`src/rtl/ce_rs_tx_sched.sv`:
```
// ce_rs_tx_sched: shares one RS-tx ZC ROM pair (real/imag, 1-clk registered
// read) between NREQ channel-estimation requesters. A requester is granted
// in IDLE, then a burst of len consecutive ROM addresses starting at its base
// (wrapping modulo ROM_DEPTH) is issued. A GAP of GAP_CYC idle cycles follows
// each burst. Samples come out 2 clks after their address with sop/eop/id
// framing.
// Build option: define RS_SCHED_FIXED_PRIO_EN for fixed priority (lowest
// index wins). Leave it undefined for round-robin arbitration.
module ce_rs_tx_sched #(
    parameter int NREQ      = 2,
    parameter int wDataOut  = 18,
    parameter int ROM_DEPTH = 1200,
    parameter int GAP_CYC   = 2
) (
    input  logic                 clk,
    input  logic                 rst_n_sync,
    input  logic [NREQ-1:0]      req,
    input  logic [NREQ*11-1:0]   req_base,
    input  logic [NREQ*11-1:0]   req_len,
    output logic [NREQ-1:0]      ack,
    output logic [10:0]          rom_addr,
    input  logic [wDataOut-1:0]  rom_q_real,
    input  logic [wDataOut-1:0]  rom_q_imag,
    output logic                 source_valid,
    output logic                 source_sop,
    output logic                 source_eop,
    output logic [1:0]           source_id,
    output logic [wDataOut-1:0]  source_real,
    output logic [wDataOut-1:0]  source_imag,
    output logic                 busy
);

    localparam int          GW       = (GAP_CYC > 1) ? $clog2(GAP_CYC) : 1;
    localparam logic [10:0] DEPTH_M1 = 11'(ROM_DEPTH - 1);

    typedef enum logic [1:0] {ST_IDLE, ST_RUN, ST_GAP} state_t;

    state_t         state_q, state_d;
    logic [NREQ-1:0] ack_q;
    logic [10:0]    rom_addr_q;
    logic [10:0]    cnt_q;        // addresses remaining after the current one
    logic [GW-1:0]  gap_cnt_q;
    logic [1:0]     id_q;
    logic           first_q;      // current RUN address is the burst's first

    // Stage 1: framing aligned with the ROM output (1 clk after the address)
    logic           s1_valid_q, s1_sop_q, s1_eop_q;
    logic [1:0]     s1_id_q;

    // Stage 2: registered outputs
    logic           out_valid_q, out_sop_q, out_eop_q;
    logic [1:0]     out_id_q;
    logic [wDataOut-1:0] out_real_q, out_imag_q;

    logic           any_req;
    logic [1:0]     win_id;
    logic [NREQ-1:0] grant_oh;
    logic [10:0]    sel_base, sel_len, base_eff, len_m1, addr_inc;

    assign any_req = |req;

    // Arbitration: choose the winning requester index
`ifdef RS_SCHED_FIXED_PRIO_EN
    always_comb begin
        win_id = '0;
        for (int i = NREQ - 1; i >= 0; i--) begin
            if (req[i]) win_id = 2'(i);
        end
    end
`else
    logic [1:0] rr_ptr_q;     // highest-priority index for the next grant

    always_comb begin : arb_rr
        logic found;
        int   idx;
        win_id = '0;
        found  = 1'b0;
        idx    = 0;
        for (int k = 0; k < NREQ; k++) begin
            idx = int'(rr_ptr_q) + k;
            if (idx >= NREQ) idx = idx - NREQ;
            for (int i = 0; i < NREQ; i++) begin
                if (!found && (i == idx) && req[i]) begin
                    found  = 1'b1;
                    win_id = 2'(i);
                end
            end
        end
    end

    // Round-robin pointer moves to one past the winner at each grant
    always_ff @(posedge clk or negedge rst_n_sync) begin
        if (!rst_n_sync) begin
            rr_ptr_q <= '0;
        end else if (state_q == ST_IDLE && any_req) begin
            rr_ptr_q <= (int'(win_id) == NREQ - 1) ? 2'd0 : win_id + 2'd1;
        end
    end
`endif

    // Winner one-hot plus its base/len fields
    always_comb begin
        grant_oh = '0;
        sel_base = '0;
        sel_len  = '0;
        for (int i = 0; i < NREQ; i++) begin
            if (win_id == 2'(i)) begin
                grant_oh[i] = any_req;
                sel_base    = req_base[i*11 +: 11];
                sel_len     = req_len[i*11 +: 11];
            end
        end
    end

    // Base folded once into the ROM range; len of 0 behaves as 1
    assign base_eff = ({1'b0, sel_base} >= 12'(ROM_DEPTH)) ? sel_base - 11'(ROM_DEPTH) : sel_base;
    assign len_m1   = (sel_len == 11'd0) ? 11'd0 : sel_len - 11'd1;
    assign addr_inc = (rom_addr_q == DEPTH_M1) ? 11'd0 : rom_addr_q + 11'd1;

    // FSM next-state
    always_comb begin
        state_d = state_q;
        unique case (state_q)
            ST_IDLE: if (any_req)            state_d = ST_RUN;
            ST_RUN:  if (cnt_q == 11'd0)     state_d = ST_GAP;
            ST_GAP:  if (gap_cnt_q == '0)    state_d = ST_IDLE;
            default:                         state_d = ST_IDLE;
        endcase
    end

    // FSM state register and burst datapath (grant latch, address, counters)
    always_ff @(posedge clk or negedge rst_n_sync) begin
        if (!rst_n_sync) begin
            state_q    <= ST_IDLE;
            ack_q      <= '0;
            rom_addr_q <= '0;
            cnt_q      <= '0;
            gap_cnt_q  <= '0;
            id_q       <= '0;
            first_q    <= 1'b0;
        end else begin
            state_q <= state_d;
            ack_q   <= '0;
            unique case (state_q)
                ST_IDLE: begin
                    if (any_req) begin
                        ack_q      <= grant_oh;
                        id_q       <= win_id;
                        rom_addr_q <= base_eff;
                        cnt_q      <= len_m1;
                        first_q    <= 1'b1;
                    end
                end
                ST_RUN: begin
                    first_q <= 1'b0;
                    if (cnt_q != 11'd0) begin
                        rom_addr_q <= addr_inc;
                        cnt_q      <= cnt_q - 11'd1;
                    end else begin
                        gap_cnt_q <= GW'(GAP_CYC - 1);
                    end
                end
                ST_GAP: begin
                    if (gap_cnt_q != '0) gap_cnt_q <= gap_cnt_q - 1'b1;
                end
                default: ;
            endcase
        end
    end

    // Stage 1 framing: tracks the address cycle by one clk, like the ROM data
    always_ff @(posedge clk or negedge rst_n_sync) begin
        if (!rst_n_sync) begin
            s1_valid_q <= 1'b0;
            s1_sop_q   <= 1'b0;
            s1_eop_q   <= 1'b0;
            s1_id_q    <= '0;
        end else begin
            s1_valid_q <= (state_q == ST_RUN);
            s1_sop_q   <= (state_q == ST_RUN) && first_q;
            s1_eop_q   <= (state_q == ST_RUN) && (cnt_q == 11'd0);
            s1_id_q    <= id_q;
        end
    end

    // Stage 2 output register: data and id captured only on valid samples
    always_ff @(posedge clk or negedge rst_n_sync) begin
        if (!rst_n_sync) begin
            out_valid_q <= 1'b0;
            out_sop_q   <= 1'b0;
            out_eop_q   <= 1'b0;
            out_id_q    <= '0;
            out_real_q  <= '0;
            out_imag_q  <= '0;
        end else begin
            out_valid_q <= s1_valid_q;
            out_sop_q   <= s1_sop_q;
            out_eop_q   <= s1_eop_q;
            if (s1_valid_q) begin
                out_id_q   <= s1_id_q;
                out_real_q <= rom_q_real;
                out_imag_q <= rom_q_imag;
            end
        end
    end

    assign ack          = ack_q;
    assign rom_addr     = rom_addr_q;
    assign source_valid = out_valid_q;
    assign source_sop   = out_sop_q;
    assign source_eop   = out_eop_q;
    assign source_id    = out_id_q;
    assign source_real  = out_real_q;
    assign source_imag  = out_imag_q;
    assign busy         = (state_q != ST_IDLE);

endmodule
```
`config.mk`:
```
export PLATFORM = sky130hd
export DESIGN_NAME = ce_rs_tx_sched
export DESIGN_NICKNAME = d
export VERILOG_FILES = /design/src/rtl/ce_rs_tx_sched.sv
export SDC_FILE = /design/constraint.sdc
export NUM_CORES = 1
export LEC_CHECK = 0
export CORE_UTILIZATION = 35
export CTS_BUF_LIST = sky130_fd_sc_hd__clkbuf_16
export DETAILED_ROUTE_END_ITERATION = 16
export PLACE_DENSITY_LB_ADDON = 0.3
export SYNTH_ARGS = -nofsm -noshare
export SYNTH_HDL_FRONTEND = slang
export SYNTH_SLANG_ARGS = --single-unit
```
`constraint.sdc`:
```
create_clock -name clk -period 2.5 [get_ports clk]
set_input_delay 0.25 -clock clk [delete_from_list [all_inputs] [get_ports clk]]
set_output_delay 0.25 -clock clk [all_outputs]
set_load 0.05 [all_outputs]
```
==> results.cfg <==
[synth]
synth.distinct_cells = 71
synth-edff-count = 0
ys_seq_elements = 74
synth_commonest_cells = dfrtp_1, mux2_2, nor2_1
synth_cells = 396
ys_seq_area_share_pct = 45.0
synth_top_area_share_pct = 45.0
syn_avg_cell_area_um2 = 10.4
synth_top_flop_cell = dfrtp_1
async_flop_share_pct = 100
syn_area_um2 = 4120
yosys.area.top_type = dfrtp_1
yosys_warnings = 0
netlist_top_cells_area = dfrtp_1, mux2_2, nor2_1
synthMostInstantiatedCell = dfrtp_1
synth.net_count = 484

[detailed_routing]
wire_per_inst_um = 15.4
avgViaCountPerCell = 5.34
final_antenna_net_count = 0
wirelength_mm = 10.8
drtPass1Iterations = 5
drcViolationCount = 0
vias = 3736
first_iter_violations = 188

[worst_setup_path]
cp_top_family = simple AND/OR/NAND/NOR gates
arrival_ns = 2.54
crit_buf_inv = 1
path_class = reg2reg
endpoint_kind = flop
critPathSlowestCell = or4_4
crit_required_ns = 2.71
crit_path_max_incr_delay_ns = 0.58
worstPathMaxFanout = 12
worstSetupStartpointType = flop
cp_cell_sequence = or4_4 > nor4_2 > or3_1 > buf_4 > o31ai_1 > a311oi_1 > a21oi_1

[power_and_ir_drop]
cellLeakagePower_nw = 2.47
peakVddDrop_uv = 471
powerDensity_nw_per_um2 = 854
finalPower_w = 0.00516

[cts]
cts-root-buf = clkbuf_16
clkLatencyLatePin_ns = 0.33
cts_made_buffers = 9
cts_buffer_depth = 2
htreeDepth = 3
cts_tree = built
postCtsSetupBuffers = 0
cts_sinks = 74
clk_pin_slew_ns = 0.05

[grt]
grt_pass1_vias = 3681
grt_pass1_wl_mm = 17.9
globalRoute.totalOverflow = 0
antenna_found_initial = 0
grt_max_degree = 75
busiest_layer = met2
grt_usage_pct = 18.0
use_met3_pct = 3.79
use_met2_pct = 28.6
met1_usage_pct = 23.5

[run_status]
status = complete, no violations

[timing]
period_share_pct = 93.3
period_needed_ns = 2.33
setup_viol = 0
holdWs_ns = 0.0568
fmax_mhz = 429
fin_skew_ns = 0.00679
hold_viol = 0
drv_slew = 0
tightest_slew_ns = 0.905
max_slew_margin_pct = 39.7
fin_tns_setup_ns = 0
rsz0062_at_grt = no

[placement]
hpwl_mm = 8.24
numPortBuffers = 137
placed_cells = 687
place.gp.congestion = 0.881

[worst_hold_path]
hp-class = in2async

[finish]
syn_to_final_growth_pct = 46.8
num_antenna_cells = 0
drive_gt1_share_pct = 18.9
fin_nets = 643
nFillCells = 1063
fin_cells = 700

[floorplan]
core-area_um2 = 11400
die-area_um2 = 12200
die_h_um = 110
start_util_pct = 36.1
rows = 39
top_level_ports = 139
die_w_um = 110

[run]
drv_cap = 0
## per-layer routing
metal	part of all wire (%)	routed length (um)	vias to the layer above
met1	45	4900	1747
met4	1.9	210	0
li1	-	-	1804
met2	46	5010	169
met3	6.3	677	16
met5	0	0	-
## per-stage QoR
| stage | util (%) | worst slack (ns) | instance area [um^2] |
|---|---|---|---|
| finish | 52.9 | 0.169 | 6040 |
| detailed placement | 50.7 | -0.203 | 5790 |
| floorplan | - | -0.0277 | 4120 |
| global route | 52.9 | 0.00807 | 6040 |
| global placement | 50.7 | -0.0617 | 5790 |
| CTS | 52.8 | 0.108 | 6030 |
## sequential cells by signal, summed over array words and instances (netlist names)
| name | flops |
|---|---|
| rom_addr | 11 |
| source_sop | 1 |
| first_q | 1 |
| source_imag | 18 |
| source_eop | 1 |
| s1_eop_q | 1 |
| s1_id_q | 1 |
| source_real | 18 |
| gap_cnt_q | 1 |
| source_valid | 1 |
| id_q | 1 |
| cnt_q | 11 |
| source_id | 1 |
| rr_ptr_q | 1 |
| state_q | 2 |
| s1_valid_q | 1 |
| s1_sop_q | 1 |
| ack | 2 |
## layout make-up
type | count | area, um^2 | share of cell area (%)
inverter | 9 | 36.3 | 0.600
clock buffer | 9 | 225 | 3.73
multi-input combinational | 294 | 2130 | 35.2
clock inverter | 4 | 15.0 | 0.248
sequential | 74 | 1850 | 30.6
timing repair buffer | 167 | 1610 | 26.6
tap | 143 | 179 | 2.96
## cell usage in the layout (no fill, tap or decap), types with 5 or more instances in the layout
cell	synthesis	layout
o21ai_0	23	23
nand3_1	12	12
nand2b_1	6	6
buf_4	1	30
mux2_2	43	43
a221o_1	5	5
o211ai_1	5	5
mux2i_1	9	9
and3_1	6	6
nand2_1	19	19
clkbuf_16	0	9
or3_1	5	5
nor3_1	12	12
a21oi_1	16	16
nor4_1	5	5
or4_1	6	6
clkdlybuf4s50_1	0	136
dfrtp_1	74	74
inv_1	6	8
nor2_1	35	33
## where the power goes
part | internal [W] | total, W | leakage [nW] | switching, W
sequential | 0.00149 | 0.00177 | 0.885 | 0.000280
clock | 0.000639 | 0.00107 | 0.125 | 0.000431
combinational | 0.000980 | 0.00232 | 1.46 | 0.00134
total | 0.00311 | 0.00516 | 2.47 | 0.00205
## what timing repair did
item,in CTS,in global routing
gates resized for setup,0,4
endpoints found under the setup margin,0,5
endpoints found under the hold margin,0,0
hold buffers,0,0
## final timing paths
path,start,end,slack [ns],cells past startpoint
hold reg to reg,s1_sop_q,source_sop,0.35,0
hold / removal,rst_n_sync,source_imag[10],0.06,1
min in group clk,s1_sop_q,source_sop,0.35,0
max in group asynchronous,rst_n_sync,source_valid,1.86,1
setup reg to reg,cnt_q[5],rom_addr[4],0.17,7
setup / recovery,cnt_q[5],rom_addr[4],0.17,7
## logic make-up after synthesis
logic type                 Yosys count  share of synthesized area, %
buffers and inverters               28                          3.74
AOI/OAI and AO/OA                   93                          16.1
muxes                               52                          13.9
xor gates and xnor gates             8                          1.70
adders and majority gates            4                          1.22
other                                1                        0.0911
and+or+nand+nor                    136                          18.2
DFF                                 74                          45.0
(Power assumes the default switching activity.)
